## config.mk

```make
export PLATFORM = sky130hd
export DESIGN_NAME = hit_multiplicity_trigger_flat
export DESIGN_NICKNAME = d
export VERILOG_FILES = /design/src/rtl/hit_multiplicity_trigger_pkg.sv /design/src/rtl/hit_multiplicity_trigger_if.sv /design/src/rtl/hit_multiplicity_trigger_mult_window_sum.sv /design/src/rtl/hit_multiplicity_trigger.sv /design/src/flat_wrapper.sv
export SDC_FILE = /design/constraint.sdc
export NUM_CORES = 1
export LEC_CHECK = 0
export ABC_AREA = 1
export CAP_MARGIN = 25
export CORE_MARGIN = 2
export CORE_UTILIZATION = 49
export CTS_CLUSTER_DIAMETER = 40
export CTS_CLUSTER_SIZE = 8
export DETAILED_ROUTE_END_ITERATION = 10
export PLACE_DENSITY = 0.83
export RECOVER_POWER = 50
export SYNTH_ARGS = -nofsm -noshare
export SYNTH_HDL_FRONTEND = slang
export SYNTH_SLANG_ARGS = --single-unit
```

## constraint.sdc

```tcl
create_clock -name clk -period 2.15 [get_ports clk]
set_input_delay 0.43 -clock clk [delete_from_list [all_inputs] [get_ports clk]]
set_output_delay 0.43 -clock clk [all_outputs]
set_load 0.005 [all_outputs]
```

## src/rtl/hit_multiplicity_trigger_pkg.sv

```systemverilog
// Shared definitions for the hit-multiplicity trigger: FSM state encoding and
// the per-cycle hit-count clamp used by the input conditioning stage.
package hit_multiplicity_trigger_pkg;

    typedef enum logic [1:0] {
        ST_DISABLED = 2'd0,
        ST_ARMED    = 2'd1,
        ST_HOLDOFF  = 2'd2
    } trig_state_e;

    // A 16-channel popcount cannot legitimately exceed 16; larger codes are clamped.
    localparam logic [4:0] CLAMP_COUNT = 5'd16;

    function automatic logic [4:0] clamp_count(input logic [4:0] raw);
        return (raw > CLAMP_COUNT) ? CLAMP_COUNT : raw;
    endfunction

endpackage

```

## src/rtl/hit_multiplicity_trigger_if.sv

```systemverilog
// Bus between the count_ones stage / slow control (master) and the
// multiplicity trigger (slave).
interface hit_multiplicity_trigger_if;
    logic        enable;
    logic        count_valid;
    logic [4:0]  count;
    logic [7:0]  threshold;
    logic [7:0]  win_sum;
    logic        trig;
    logic [7:0]  trig_mult;
    logic [15:0] trig_cnt;

    modport master (
        output enable, count_valid, count, threshold,
        input  win_sum, trig, trig_mult, trig_cnt
    );

    modport slave (
        input  enable, count_valid, count, threshold,
        output win_sum, trig, trig_mult, trig_cnt
    );
endinterface

```

## src/rtl/hit_multiplicity_trigger_mult_window_sum.sv

```systemverilog
// Sliding window of the last WINDOW conditioned hit counts with a running sum
// (add newest, subtract oldest); clr empties the window in one cycle.
module mult_window_sum #(
    parameter int WINDOW = 4  // legal 1..15, so the sum never exceeds 240
) (
    input  logic       clk,
    input  logic       rst,
    input  logic       clr,
    input  logic [4:0] sample,
    output logic [7:0] sum
);

    logic [WINDOW-1:0][4:0] win_q, win_d;
    logic [7:0]             sum_q, sum_d;

    always_comb begin
        // NOTE: every _d gets a default first, so no path leaves it unassigned and no latch is inferred.
        win_d = win_q;
        sum_d = sum_q;
        if (clr) begin
            win_d = '0;
            sum_d = '0;
        end else begin
            win_d[0] = sample;
            for (int i = 1; i < WINDOW; i++) begin
                win_d[i] = win_q[i-1];
            end
            sum_d = sum_q + 8'(sample) - 8'(win_q[WINDOW-1]);
        end
    end

    always_ff @(posedge clk or posedge rst) begin
        // NOTE: non-blocking assignments only here, so every flop samples pre-edge values.
        // NOTE: the window is a few flops rather than a RAM, so it is reset along with the sum.
        if (rst) begin
            win_q <= '0;
            sum_q <= '0;
        end else begin
            win_q <= win_d;
            sum_q <= sum_d;
        end
    end

    assign sum = sum_q;

endmodule

```

## src/rtl/hit_multiplicity_trigger.sv

```systemverilog
// Multiplicity trigger: fires a one-cycle pulse when the windowed hit sum
// reaches threshold, then enforces HOLDOFF cycles of dead-time.
module hit_multiplicity_trigger
    import hit_multiplicity_trigger_pkg::*;
#(
    parameter int WINDOW  = 4,  // legal 1..15
    parameter int HOLDOFF = 8   // legal 1..255
) (
    input  logic                        clk,
    input  logic                        rst,
    hit_multiplicity_trigger_if.slave   bus
);

    localparam logic [7:0] HOLD_LOAD = 8'(HOLDOFF - 1);

    trig_state_e state_q, state_d;
    logic [7:0]  hold_q, hold_d;
    logic        trig_q, trig_d;
    logic [7:0]  mult_q, mult_d;
    logic [15:0] cnt_q, cnt_d;

    logic [4:0]  sample;
    logic        win_clr;
    logic [7:0]  win_sum;
    logic        fire;

    // The window is held empty while disabled and on the DISABLED->ARMED edge,
    // so ARMED always starts from a zero window.
    always_comb begin
        sample  = (bus.enable && bus.count_valid) ? clamp_count(bus.count) : 5'd0;
        win_clr = !bus.enable || (state_q == ST_DISABLED);
    end

    mult_window_sum #(.WINDOW(WINDOW)) u_window (
        .clk    (clk),
        .rst    (rst),
        .clr    (win_clr),
        .sample (sample),
        .sum    (win_sum)
    );

    assign fire = (state_q == ST_ARMED) && (bus.threshold != 8'd0) &&
                  (win_sum >= bus.threshold);

    always_comb begin
        state_d = state_q;
        hold_d  = hold_q;
        trig_d  = 1'b0;
        mult_d  = mult_q;
        cnt_d   = cnt_q;
        if (!bus.enable) begin
            state_d = ST_DISABLED;
            hold_d  = '0;
        end else begin
            unique case (state_q)
                ST_DISABLED: state_d = ST_ARMED;
                ST_ARMED: begin
                    if (fire) begin
                        trig_d  = 1'b1;
                        mult_d  = win_sum;
                        cnt_d   = cnt_q + 16'd1;
                        state_d = ST_HOLDOFF;
                        hold_d  = HOLD_LOAD;
                    end
                end
                ST_HOLDOFF: begin
                    // Loaded with HOLDOFF-1 and left at zero: exactly HOLDOFF dead cycles.
                    if (hold_q == 8'd0) state_d = ST_ARMED;
                    else                hold_d  = hold_q - 8'd1;
                end
                default: state_d = ST_DISABLED;
            endcase
        end
    end

    // rst is released synchronously to clk by the upstream reset tree.
    always_ff @(posedge clk or posedge rst) begin
        if (rst) begin
            state_q <= ST_DISABLED;
            hold_q  <= '0;
            trig_q  <= 1'b0;
            mult_q  <= '0;
            cnt_q   <= '0;
        end else begin
            state_q <= state_d;
            hold_q  <= hold_d;
            trig_q  <= trig_d;
            mult_q  <= mult_d;
            cnt_q   <= cnt_d;
        end
    end

    assign bus.win_sum   = win_sum;
    assign bus.trig      = trig_q;
    assign bus.trig_mult = mult_q;
    assign bus.trig_cnt  = cnt_q;

endmodule

```

## src/flat_wrapper.sv

```systemverilog
// flat-port wrapper written by rule: the top's interface ports become plain ports
module hit_multiplicity_trigger_flat import hit_multiplicity_trigger_pkg::*;
#(
    parameter int WINDOW  = 4,                
    parameter int HOLDOFF = 8                  
)
  (clk, rst, bus_enable, bus_count_valid, bus_count, bus_threshold, bus_win_sum, bus_trig, bus_trig_mult, bus_trig_cnt);
  hit_multiplicity_trigger_if bus_i ();
  input  logic clk;
  input  logic rst;
  input wire logic [$bits(bus_i.enable)-1:0] bus_enable;
  input wire logic [$bits(bus_i.count_valid)-1:0] bus_count_valid;
  input wire logic [$bits(bus_i.count)-1:0] bus_count;
  input wire logic [$bits(bus_i.threshold)-1:0] bus_threshold;
  output wire logic [$bits(bus_i.win_sum)-1:0] bus_win_sum;
  output wire logic [$bits(bus_i.trig)-1:0] bus_trig;
  output wire logic [$bits(bus_i.trig_mult)-1:0] bus_trig_mult;
  output wire logic [$bits(bus_i.trig_cnt)-1:0] bus_trig_cnt;
  assign bus_i.enable = bus_enable;
  assign bus_i.count_valid = bus_count_valid;
  assign bus_i.count = bus_count;
  assign bus_i.threshold = bus_threshold;
  assign bus_win_sum = bus_i.win_sum;
  assign bus_trig = bus_i.trig;
  assign bus_trig_mult = bus_i.trig_mult;
  assign bus_trig_cnt = bus_i.trig_cnt;
  hit_multiplicity_trigger #(.WINDOW(WINDOW), .HOLDOFF(HOLDOFF)) u_core (.clk(clk), .rst(rst), .bus(bus_i));
endmodule
```

Yosys cells after proc, flatten, opt, wreduce, memory -nomap -nowiden
Index checks and enable logic that the tools add are counted.
{"block": "op_classes", "addsub": 4, "magnitude_cmp": 2, "eq_ne": 6, "muxes": 15, "reduce_logical": 11}
{"operator": "2-to-1 mux 8 bit", "count": 4}
{"operator": "2-to-1 mux 20 bit", "count": 1}
{"operator": "adder 16 x 1 -> 16 bit (second input constant)", "count": 1}
{"operator": "case mux 8 bit (2 select lines)", "count": 1}
{"operator": "2-to-1 mux 5 bit", "count": 2}
{"operator": "adder 8 x 5 -> 8 bit", "count": 1}
{"operator": "greater-or-equal comparator 8 bit", "count": 1}
{"operator": "zero test 8 bit", "count": 1}
{"operator": "nonzero test 8 bit", "count": 1}
{"operator": "subtractor 8 x 1 -> 8 bit (second input constant)", "count": 1}
{"operator": "subtractor 8 x 5 -> 8 bit", "count": 1}
{"operator": "2-to-1 mux 2 bit", "count": 3}
{"operator": "!= test 3 x 2 -> 1 bit (second input constant)", "count": 2}
{"operator": "case mux 2 bit (3 select lines)", "count": 1}
{"operator": "AND reduction 3 bit", "count": 2}
{"operator": "greater-than comparator 5 bit (second input constant)", "count": 1}
{"operator": "logical AND 1 bit", "count": 3}
{"operator": "2-to-1 mux 1 bit", "count": 3}
{"operator": "!= test 3 x 1 -> 1 bit (second input constant)", "count": 1}
{"operator": "!= test 3 bit (second input constant)", "count": 1}
{"operator": "equality test 2 x 1 -> 1 bit (second input constant)", "count": 1}
{"operator": "equality test 2 bit (second input constant)", "count": 1}
{"operator": "zero test 2 bit", "count": 1}
{"operator": "AND reduction 2 bit", "count": 1}
{"operator": "other kinds (2)", "count": 2}
{"block": "totals", "reg_bits": 63, "inputBits": 17, "output_inout_bits": 33, "wordCells": 48}

Depth between registers and ports, before layout
Gate-level depths: netlist (run 1).
{"block": "depth", "depth_word": 6, "mapped_depth": 16, "mapped_depth_nobuf": 15}

By module
A second synthesis (run 1) with hierarchy kept.
{"block": "hier_totals", "hier_cells": 464, "area_unflattened_um2": 3674.8}
{"module": "hit_multiplicity_trigger", "n_inst": 1, "cells_per_inst": 311, "area_per_inst_um2": 2312.2, "seq_area_each_um2": 875.8}
{"module": "mult_window_sum", "n_inst": 1, "cells_per_inst": 153, "area_per_inst_um2": 1362.6, "seq_area_each_um2": 700.7}

Least setup slack after synthesis (run 1)
Ideal clock, no wire load.
{"block": "synth_path", "path_type": "in2reg", "from": "in bus_count[0]", "to": "reg u_core.u_window.sum_q[6], in the netlist u_core.u_window.sum[6]", "setup_time_ps": 117, "arrival_time_ps": 2532, "required_ps": 2033, "setup_slack_ps": -499, "path_stages": 13, "path_buffers": 0, "path_cell_list": "o41ai_1 > nand3_1 > fa_1 > inv_1 > fa_1 > nand3_1 > nand3_1 > nand2_1 > nand2_1 > a21oi_1 > nand2_1 > nand2_1 > nor2_1"}
{"block": "synth_via", "elab_chain_len": 6}
{"item": "start: declaration", "line": "flat_wrapper.sv:13", "text": "input wire logic [$bits(bus_i.count)-1:0] bus_count;"}
{"item": "greater-than comparator 5 bit", "line": "hit_multiplicity_trigger_pkg.sv:15", "text": "return (raw > CLAMP_COUNT) ? CLAMP_COUNT : raw;"}
{"item": "2-to-1 mux 5 bit *", "line": "hit_multiplicity_trigger_pkg.sv:15"}
{"item": "2-to-1 mux 5 bit *", "line": "hit_multiplicity_trigger.sv:30", "text": "sample = (bus.enable && bus.count_valid) ? clamp_count(bus.count) : 5'd0;"}
{"item": "adder 8 x 5 -> 8 bit *", "line": "hit_multiplicity_trigger_mult_window_sum.sv:28", "text": "sum_d = sum_q + 8'(sample) - 8'(win_q[WINDOW-1]);"}
{"item": "subtractor 8 x 5 -> 8 bit *", "line": "hit_multiplicity_trigger_mult_window_sum.sv:28"}
{"item": "2-to-1 mux 8 bit *", "line": "hit_multiplicity_trigger_mult_window_sum.sv:20", "text": "if (clr) begin"}
{"item": "via u_core.u_window.sum_d[6]", "line": "hit_multiplicity_trigger_mult_window_sum.sv:14", "text": "logic [7:0] sum_q, sum_d;"}
{"item": "end signal: assignment", "line": "hit_multiplicity_trigger_mult_window_sum.sv:40", "text": "sum_q <= sum_d;"}
{"item": "end: declaration", "line": "hit_multiplicity_trigger_mult_window_sum.sv:14"}
Mark *: on every way through the listed nets, which the timed path passes. The rest lies on a longest branch.
A chain may end at the register's enable or synchronous reset.

Final worst setup path (run 1)
{"block": "layout_path", "from": "in bus_count[0]", "to": "reg u_core.u_window.sum_q[5], in the netlist u_core.u_window.sum[5]"}
Same word-level chain as after synthesis.

==> run summary, run 1 <==
The worst setup slack after layout is -0.232 ns. Wires add up to between 8000 and 9000 um. Across every metal layer, demand over resource in global routing totals 0.226.

The total congestion overflow after global routing is 0. In this run, the number of DRC markers left after iteration 0 of detailed routing was between 100 and 150. The worst pin sits at a relative slew slack of 0.447. The first-pass detailed-route iteration total came out at 4. In the post-synthesis netlist, the biggest area contributors are dfrtp_1, nand2_1, inv_1, ha_1, nor2_1. The commonest register cell after synthesis is dfrtp_1. The final weighted congestion in routability-driven placement came out at approximately 0.85. After floorplanning, the core was divided into 30 placement rows. Using the TritonRoute via totals, the vias-per-cell ratio works out to 4.97.

The clock latency of the later-clocked register in the worst-skew pair is 0.35 ns. The ratio of cells with drive above 1 in the final layout came out at 0.154. In the synthesized netlist, the number of instances is between 400 and 500.

The post-layout instance area is 4570 um^2. The pin count of the biggest net entering global routing is 35. The gate family responsible for the most delay along the worst path is adder cells.

In the finished design, the share of the clock period the worst path needs comes to 1.11. STA classifies the critical path endpoint as a register. The initial cell density of the core is 0.509. STA classifies the critical path startpoint as an input port.

The data required time at the worst endpoint came out at 2.40 ns. In the synthesized netlist, the cells that appear most often are nand2_1, inv_1, dfrtp_1. The count of final max-slew check failures was 0. After the last flow step, the layout net total stands at 557. The number of antenna diodes in the final layout is 0. The overall die area came out at between 7000 and 8000 um^2.

The share of synthesized area occupied by flip-flops and latches is 0.453. The run finished, with violations left. The wire length per cell came out at 13.0 um. The area growth from synthesis to layout is 31.2%.

Among all cell types in the netlist, the one instantiated most often is nand2_1. The total CTS buffers is 9. The fmax came out at between 400 and 500 MHz. The area of the placeable core came out at just under 7000 um^2. The wire length of the first global-routing pass is between 10000 and 15000 um. The signal on the critical path passes through buf_6, o41ai_4, buf_4, nand3_2, fa_1, inv_2, ha_4, a21oi_2, nand2_2, nand2_1, nand2_1, a21oi_2, nand2_1, nand2_1, nor2_1. For this run, design rule violations remaining after detail routing come to 0.

The number of global-route vias before repair came out at slightly above 3k. The cell that appears most often on the critical path is nand2_1. The overall power consumption is 4800 uW.

The worst clock skew came out at roughly 0.0078 ns. The total number of yosys warnings is 0. The category of the most critical setup path is input port to register.

The sequential cell area in the final layout came out at around 1600 um^2. Summed over all instances, the cell type with the most area after synthesis is dfrtp_1. The buffer levels on the longest clock path is 2. Summing all placed instances gives a cell area of approximately 4300 um^2. The level count of the clock H-tree came out at 3. The count of nets left with antenna violations once routing finished came out at 0. The height of the chip came out at just under 90 um. The number of buffers and inverters on the critical path came out at 3. The top cell type's share of synthesized area came out at 0.453. Yosys mapped a number of flops with a built-in enable equal to 0.

At the pin with the least slew margin, the transition time is just over 0.8 ns. The count of final hold-check violations came out at 0. The number of clock sinks came out at 63. The number of distinct library cells after synthesis is 27. The mapped netlist covers between 3000 and 4000 um^2.

The total of buffers placed on input and output ports came out at 49. The min-delay analysis places its worst path in the category input port to register. The fill cell total of the finished layout is 530. The register clock-pin slew on the reported worst setup and hold paths is about 0.07 ns.

The number of nets produced by synthesis is between 400 and 500. The die is between 80 and 90 um wide. The average cell area after synthesis came out at approximately 8.1 um^2. Setup violations remaining at the end of the flow were counted as 6. The number of top-level pins is 50. The number of max-cap violations is 0.

The synthesized design contains 63 register bits. The slowest stage of the critical path belongs to the cell fa_1. The count of hold-fix buffers inserted at cts is 0. The clock tree from TritonCTS is yes.

The area of the multi-input gates came out at 1670 um^2. Along the worst path, the maximum fanout reaches 5. The number of vias after detailed routing is ~3.1k. For this design the ratio of total power to cell area is 1050 nW/um^2. In this design, the stage delay of the slowest critical-path cell is 0.50 ns.

The checks that failed: setup timing. Counting I/O delays and the setup requirement, the final critical path takes roughly 2.4 ns. The worst IR drop on VDD came out at ~0.68 mV.

The tree is rooted in a clkbuf_8. Setup repair after global routing could not meet its margin everywhere. The critical path arrival is ~2.6 ns.

For this design the static power due to leakage is ~0.0023 uW. The half-perimeter wire length after detailed placement is 5770 um. Of all flip-flops after synthesis, the portion carrying an async set or reset was 1.00. The initial antenna violation count is 0.
## layout by cell type (no fill, tap or decap), types with 2 or more instances in the layout
cell / instances
fa_1: 4
ha_4: 4
inv_1: 73
dlygate4sd2_1: 3
o21ai_1: 5
nand2_1: 104
buf_6: 7
nand2_2: 6
nor2_1: 51
ha_1: 15
a21oi_2: 5
nand3_1: 22
a21oi_1: 9
xor2_1: 20
clkinv_2: 3
dfrtp_1: 63
clkbuf_2: 2
clkbuf_1: 4
clkdlybuf4s50_1: 41
buf_4: 24
inv_2: 5
o21ai_2: 2
nor3_1: 9
nand3_2: 6
clkbuf_8: 9
o21ai_0: 12
## path summary, 6_finish.rpt
path                                          startpoint                  endpoint  slack [ns]  cells past startpoint
min in group asynchronous                            rst   u_core.bus.trig_mult[2]        0.75                      3
worst min register to register  u_core.u_window.win_q[0]  u_core.u_window.win_q[5]        0.47                      2
max in group asynchronous                            rst          u_core.hold_q[5]        0.83                      3
worst max register to register    u_core.u_window.sum[1]    u_core.u_window.sum[6]        0.10                     12
worst max-delay path                        bus_count[0]    u_core.u_window.sum[5]       -0.23                     15
worst min-delay path                        bus_count[1]  u_core.u_window.win_q[1]        0.32                      3
## per-stage QoR
stage	hold WS (ns)	TNS, ns	std cells	util	worst slack (ns)
2_1_floorplan	0.442	-0.712	432	-	-0.263
5_1_grt	0.328	-1.28	617	0.668	-0.295
3_3_place_gp	0.450	-9.72	597	0.633	-0.806
3_5_place_dp	0.459	-10.80	597	0.633	-0.901
6_report	0.318	-0.819	617	0.668	-0.232
4_1_cts	0.323	-0.598	615	0.661	-0.200
## worst register-to-register path, delay by kind of cell, from the launching register on
kind | cells | cell delay, ns
compound gates | 1 | 0.14
fa+ha+maj | 2 | 0.91
buf+inv | 2 | 0.13
flops | 1 | 0.34
simple gates | 7 | 0.40
## per-layer routing
| layer | GRT usage | part of all wire | vias to the layer above |
|---|---|---|---|
| met3 | 0.0597 | 0.049 | 15 |
| met4 | 0.110 | 0.019 | 0 |
| met2 | 0.355 | 0.48 | 83 |
| met5 | 0 | 0 | - |
| met1 | 0.290 | 0.45 | 1471 |
| li1 | - | - | 1497 |
## repair_timing
action	in CTS	in global routing
resized for setup	29	14
pin swaps	9	11
buffers inserted	2	2
setup endpoints to repair	7	15
## registers in the layout, summed over array words and instances (netlist names)
| register | cells |
|---|---|
| u_core.bus.trig | 1 |
| u_core.u_window.sum | 8 |
| u_core.state_q | 2 |
| u_core.bus.trig_mult | 8 |
| u_core.u_window.win_q | 20 |
| u_core.hold_q | 8 |
| u_core.bus.trig_cnt | 16 |
## logic make-up (layout without fill, tap and decap cells)
logic type | count (synthesis) | after routing | synth area share
compound gates | 36 | 36 | 0.0557
xor+xnor | 20 | 20 | 0.0503
fa+ha+maj | 24 | 24 | 0.0971
buf+inv | 86 | 175 | 0.102
flops | 63 | 63 | 0.453
simple gates | 203 | 203 | 0.242
## cell type report
class / instances / area share
tap: 96 / 0.0263
clock inverter: 4 / 0.00493
clock buffer: 12 / 0.0296
sequential: 63 / 0.345
timing repair buffer: 81 / 0.163
inverter: 78 / 0.0641
multi-input combinational: 283 / 0.367
## power breakdown
group,leakage (uW),total [uW],switching [uW],internal [uW]
sequential,0.000839,1680,238,1440
clock,0.0000801,886,473,413
combinational,0.00138,2230,1130,1100
No activity file was read; power rests on OpenSTA's default activity.
==> run 2, diff against run 1 <==
--- a/config.mk
+++ b/config.mk
@@ -7,13 +7,16 @@
 export LEC_CHECK = 0
 export ABC_AREA = 1
 export CAP_MARGIN = 25
+export CELL_PAD_IN_SITES_DETAIL_PLACEMENT = 1
+export CELL_PAD_IN_SITES_GLOBAL_PLACEMENT = 1
 export CORE_MARGIN = 2
-export CORE_UTILIZATION = 49
+export CORE_UTILIZATION = 37
 export CTS_CLUSTER_DIAMETER = 40
 export CTS_CLUSTER_SIZE = 8
 export DETAILED_ROUTE_END_ITERATION = 10
-export PLACE_DENSITY = 0.83
+export PLACE_DENSITY = 0.84
 export RECOVER_POWER = 50
 export SYNTH_ARGS = -nofsm -noshare
 export SYNTH_HDL_FRONTEND = slang
 export SYNTH_SLANG_ARGS = --single-unit
+export TNS_END_PERCENT = 1
==> run summary, run 2 (synthesized netlist as in run 1, its figures left out) <==
No sink is reached through more buffers than the 2 on the longest clock path. The worst-case reg-to-reg path depth is 9. The critical path contains buffers and inverters numbering 4 combined.

For this run, global-route usage on met2 was measured as 0.348. The count of final max-slew check failures came out at 0. The total DRC errors in the routed layout came out at 0. In the layout the commonest cells are nand2_1, inv_1, dfrtp_1. The setup path with the least slack is of type input port to register. The peak-usage layer in the global routing report is met2.

The met1 usage in global routing came out at 0.237. The clock latency of the later-clocked register in the worst-skew pair is approximately 0.34 ns. The root buffer cell chosen for the clock tree is clkbuf_8.

The width of the die is between 100 and 150 um. The minimum clock period after layout came out at ~2.4 ns. The critical path startpoint category is an input port. The wire length of the first global-routing pass is 15700 um. On the critical path the largest part of the delay comes from adder cells. The fill cell total of the finished layout is 1115. Using the TritonRoute via totals, the vias-per-cell ratio works out to ~4.8.

The number of nets still failing antenna checks after routing is 0. The register clock-pin slew on the reported worst setup and hold paths is approximately 0.080 ns. The final weighted congestion in routability-driven placement came out at 0.847. The number of vias after detailed routing came out at around 3.1k. The fmax came out at 419 MHz.

The sequential cells in the finished layout cover a total of around 1600 um^2. VDD sags by at most between 0.3 and 0.4 mV. The number of top-level pins came out at 50. The flip-flop count of the largest register after layout came out at 20. The pin count of the biggest net entering global routing is 64.

The core region is 9200 um^2. The post-layout instance area is ~4600 um^2. Of the available clock period, the critical path in the final layout requires 1.11. The run finished, with violations left.

The wire length per cell came out at ~14 um. The critical path arrival is ~2.6 ns. The overall fraction of global-route tracks in use came out at 0.197. The initial antenna violation count is 0. In this run the cell area measured after placement is 4350 um^2.

The overall die area is 10200 um^2. The source of the worst hold timing path is bus_count[2]. The most numerous cell type found on the critical path is nand3_2. The checks that failed: setup timing. The area added between synthesis and finish is 31.4%. The static leakage is about 0.0023 uW. The initial cell density of the core is 0.378. The total congestion overflow after global routing came out at 0. The signal on the critical path passes through clkbuf_2, o41ai_4, buf_4, nand3_2, fa_1, inv_2, ha_4, nand3_2, nand3_2, buf_4, o21ai_0, a21oi_1.

The number of rows in the core area came out at 35. Summing internal, switching and leakage power gives around 4800 uW. The wire length after detailed routing is 9020 um.

The DRC marker count from the first detailed-route iteration is 98. The worst hold path depth came out at 3. The half-perimeter wire length after detailed placement came out at ~6700 um. The endpoint of the most critical register-to-register path is u_core.u_window.sum[4].

The pre-antenna-repair detailed-routing pass consisted of 5 iterations. The setup check on the worst reg-to-reg path leaves a slack of 0 ns. In the final timing run, aggregate negative setup slack is -1.11 ns.

The height of the chip is ~100 um. The worst setup path is captured at a register. In this run the tool buffered the top-level ports with 49 buffer cells. The total CTS buffers came out at 9.

The startpoint identified for the worst register-to-register timing path is u_core.u_window.sum[1]. Setup violations remaining at the end of the flow were counted as 5. The clock arrives with 0.0123 ns of skew. Dividing total power by cell area gives a power density of 1040 nW/um^2. The worst setup slack after layout is -0.236 ns. Ranked by flip-flop count, first place goes to u_core.u_window.win_q. The count of final hold-check violations is 0. The end-of-flow core utilization came out at 0.497. The area of the multi-input gates came out at 1620 um^2. STA puts the critical path data required time at 2.36 ns. The path class of the tightest hold or removal check is input port to register. The number of clock sinks came out at 63. The count of inserted antenna diode cells is 0.

Along the worst path, the maximum fanout reaches 5. For the pin with the worst max-slew slack, the measured transition is 1.42 ns. The level count of the clock H-tree came out at 3. Across the run, the number of max-cap violations was 0.

The capture endpoint of the worst hold path is u_core.u_window.win_q[2]. Leaving out fill and tap cells, the most frequent cell in the layout is nand2_1. The met3 track utilization from global routing is 0.0416. The maximum single-stage delay on the critical path is 0.51 ns.

TritonCTS built the clock tree. The ratio of cells with drive above 1 in the final layout came out at 0.149. On the critical path, the stage with the largest delay is an instance of fa_1. The number of global-route vias before repair came out at between 3k and 4k. After the last flow step, the layout net total stands at between 500 and 600.

The relative slew slack is 0.0563. The count of hold-fix buffers inserted at cts is 0. Setup repair after global routing could not meet its margin everywhere.
[run 2: cell count changes in the layout (fill, tap and decap cells not counted), sizes merged]
| cell | delta |
|---|---|
| buf | +6 |
| clkbuf | -3 |
| clkdlybuf4s50 | +1 |
| clkinv | +1 |
| dlygate4sd3 | -1 |
| inv | -1 |
[run 2: worst max path at each step]
stage,cells after the start,start,to
after floorplan,13,bus_count[0],u_core.u_window.sum[6]
after global placement,14,bus_count[0],u_core.u_window.sum[6]
after detailed placement,14,bus_count[0],u_core.u_window.sum[6]
after CTS,14,bus_count[3],u_core.u_window.sum[6]
after global routing,15,bus_count[0],u_core.u_window.sum[5]
final,12,bus_count[0],u_core.u_window.sum[4]
[run 2: through the flow]
step	instances	setup slack, ns	hold slack [ns]
2_1_floorplan	432	-0.285	0.442
3_3_place_gp	614	-0.896	0.452
3_5_place_dp	614	-0.984	0.464
4_1_cts	633	-0.227	0.399
5_1_grt	635	-0.363	0.354
6_report	635	-0.236	0.366
[run 2: metal layers]
layer | vias to the layer above | share of wire
met3 | 17 | 0.031
met2 | 57 | 0.52
met1 | 1483 | 0.43
li1 | 1497 | -
met5 | - | 0
met4 | 0 | 0.019
[run 2: worst min-delay path, delay by kind of cell]
| kind | cells | cell delay, ns |
|---|---|---|
| buffers and inverters | 1 | 0.13 |
| and+or+nand+nor | 2 | 0.11 |
[run 2: area by class of cell]
type	count	share of cell area
flip-flops and latches	63	0.345
clock buffers	11	0.0309
clock inverters	4	0.00493
repair buffers	85	0.170
well taps	111	0.0304
inverters	78	0.0640
multi-input cells	283	0.354
[run 2: what timing repair did]
action / 4_1_cts / 5_1_grt
resized for setup: 33 / 3
endpoints found under the hold margin: 0 / 0
pin swaps: 12 / 6
endpoints found under the setup margin: 7 / 8
setup buffers: 4 / 2
[run 2: power by group]
| group | internal (uW) | switching [uW] | total (uW) |
|---|---|---|---|
| sequential | 1440 | 242 | 1690 |
| combinational | 1030 | 1140 | 2170 |
| clock | 438 | 463 | 901 |
==> run 3, diff against run 2 <==
--- a/config.mk
+++ b/config.mk
@@ -14,7 +14,7 @@
 export CTS_CLUSTER_DIAMETER = 40
 export CTS_CLUSTER_SIZE = 8
 export DETAILED_ROUTE_END_ITERATION = 10
-export PLACE_DENSITY = 0.84
+export PLACE_DENSITY = 0.78
 export RECOVER_POWER = 50
 export SYNTH_ARGS = -nofsm -noshare
 export SYNTH_HDL_FRONTEND = slang
==> run summary, run 3 (synthesized netlist as in run 1, its figures left out) <==
The worst setup path is captured at a register. The net count of the finished layout is between 500 and 600. The maximum single-stage delay on the critical path is about 0.57 ns. The tree is rooted in a clkbuf_8. The number of clock sinks came out at 63. The count of hold-fix buffers inserted at cts is 0.

The number of nets still failing antenna checks after routing is 0. Clock-pin slew was measured on the worst setup and hold paths at 0.07 ns. Entering global routing, the biggest net connects 54 pins. The detailed router placed roughly 3.1k vias in this run.

The total power per unit cell area is ~1100 nW/um^2. The setup slack after placement is -0.977 ns. The total congestion overflow after global routing came out at 0. The core region is approximately 9200 um^2.

The first-pass detailed-route iteration total is 4. The critical path arrival came out at between 2 and 3 ns. The initial antenna violation count came out at 0. Counting flops per register, the top entry is u_core.u_window.win_q. Fill cells in the final layout number ~1.1k. The wire length of the first global-routing pass came out at about 16000 um. The sequential cell area in the final layout is about 1600 um^2.

After detailed routing, the number of vias per cell comes to 4.86. STA classifies the critical path startpoint as an input port. The path class of the tightest hold or removal check is input port to register. Along the worst path, the maximum fanout reaches 2.

The signal on the critical path passes through buf_8, o41ai_4, nand3_2, fa_1, inv_2, fa_2, nand3_2, nand3_2, nand2_1, nand2_1, a21oi_2, nand2_1, nand2_1, nor2_1. The final weighted congestion in routability-driven placement came out at 0.834. The actual slew at the worst max-slew pin came out at about 0.73 ns. The half-perimeter wire length after detailed placement is 6540 um. The overall power consumption came out at ~5100 uW. The cell family contributing the most delay on the critical path is adder cells.

The total CTS buffers is 9. The fmax is roughly 410 MHz. Counting along the longest clock path gives a buffer depth of 2.

The checks that failed: setup timing. Setup repair after global routing could not meet its margin everywhere. The clock tree from TritonCTS is yes. The overall fraction of global-route tracks in use is 0.201. In the final routed layout, each cell accounts on average for approximately 15 um. The instance area after placement is about 4300 um^2. The total setup violations reported at the end of the flow is 6. The worst path in the final design needs a cycle of 2.47 ns, including I/O delays and setup.

The overall die area is approximately 10000 um^2. The relative slew slack is 0.512. Summing all multi-input logic gate instances after layout gives 1700 um^2. The DRC marker count from the first detailed-route iteration is 94.

After routing the design area is approximately 4700 um^2. Leaving out fill and tap cells, the most frequent cell in the layout is nand2_1. 0 antenna diodes ended up in the layout.

Across the run, the number of max-cap violations was 0. The count of final hold-check violations came out at 0. The cell that appears most often on the critical path is nand2_1.

In the layout the commonest cells are nand2_1, inv_1, dfrtp_1. The worst setup slack after layout came out at -0.316 ns. The ratio of cells with drive above 1 in the final layout came out at 0.171. On the critical path, the stage with the largest delay is an instance of fa_1. The area added between synthesis and finish came out at 35.5%. The H-tree was split into 3 levels. The worst clock skew is between 0.008 and 0.009 ns. The static leakage is 0.00236 uW. The critical path in this run is classified as input port to register. The flip-flop count of the largest register after layout came out at 20. Counting both buffers and inverters, the worst setup path holds a total of 2. The count of final max-slew check failures is 0. The width of the die came out at ~100 um. The initial cell density of the core is 0.378. At the worst endpoint, the required time is 2.38 ns. The number of global-route vias before repair came out at about 3.3k. The run finished, with violations left. The wire length after detailed routing is about 9400 um. The worst-case IR drop observed on VDD is 0.409 mV. At the later pin of the worst-skew pair, clock insertion delay measures around 0.34 ns. Of the available clock period, the critical path in the final layout requires 1.15.

The total of buffers placed on input and output ports is 49. The floorplan step set the die height to around 100 um. In this run the count of I/O pins placed on the die edge is 50. In this run the core area contains 35 standard-cell rows. The total DRC errors in the routed layout is 0.
-- run 3: cell types whose count changed in the layout (fill, tap and decap cells not counted), moves of 2 or more --
cell / previous run / this run
nand2_1: 106 / 104
nand3_1: 22 / 19
nand3_4: 0 / 2
ha_1: 18 / 16
buf_12: 2 / 0
buf_6: 2 / 5
ha_4: 1 / 3
clkinv_2: 3 / 1
bufinv_16: 0 / 2
-- run 3: final timing paths --
kind,start,to,slack (ns),cells after the start
min in group asynchronous,rst,u_core.bus.trig_cnt[15],0.50,2
worst max register to register,u_core.u_window.win_q[16],u_core.u_window.sum[6],0.05,11
max in group asynchronous,rst,u_core.u_window.sum[6],0.53,3
worst max-delay path,bus_count[1],u_core.u_window.sum[6],-0.32,14
worst min-delay path,bus_count[1],u_core.u_window.win_q[1],0.35,3
worst min register to register,u_core.u_window.win_q[9],u_core.u_window.win_q[14],0.46,2
-- run 3: per-layer routing --
metal / wire, um / global-route usage / share of wire
met5: 0 / 0 / 0
met4: 78 / 0.0593 / 0.0083
met3: 303 / 0.0409 / 0.032
met2: 5070 / 0.363 / 0.54
met1: 3950 / 0.240 / 0.42
-- run 3: metrics by stage --
step                hold WS, ns  utilization  setup TNS (ns)  instances
floorplan                 0.442            -          -0.828        432
CTS                       0.323        0.511          -0.814        636
detailed placement        0.462        0.470          -11.42        614
global placement          0.451        0.470           -9.86        614
finish                    0.354        0.513           -1.31        637
global route              0.358        0.513           -2.11        637
-- run 3: area by class of cell --
type | instances | area share
clock inverter | 3 | 0.0138
sequential | 63 | 0.334
clock buffer | 13 | 0.0337
timing repair buffer | 86 | 0.167
inverter | 78 | 0.0621
multi-input combinational | 283 | 0.360
tap | 111 | 0.0295
-- run 3: what timing repair did --
item | in CTS | in global routing
setup endpoints to repair | 7 | 17
pin swaps | 18 | 12
buffers inserted | 6 | 1
resized for setup | 47 | 9
-- run 3: report_power, final --
part           leakage [uW]  internal [uW]  switching, uW
sequential         0.000839           1440            229
clock              0.000114            716            470
combinational       0.00141           1100           1190
total               0.00236           3260           1890
-- run 3: worst reg2reg max path: stages (launching register included) --
cell and delay [ns]:
dfrtp_1 0.41, fa_1 0.53, inv_2 0.06, fa_2 0.35, nand3_2 0.07, nand3_2 0.07, nand2_1 0.07, nand2_1 0.08
a21oi_2 0.17, nand2_1 0.07, nand2_1 0.06, nor2_1 0.05
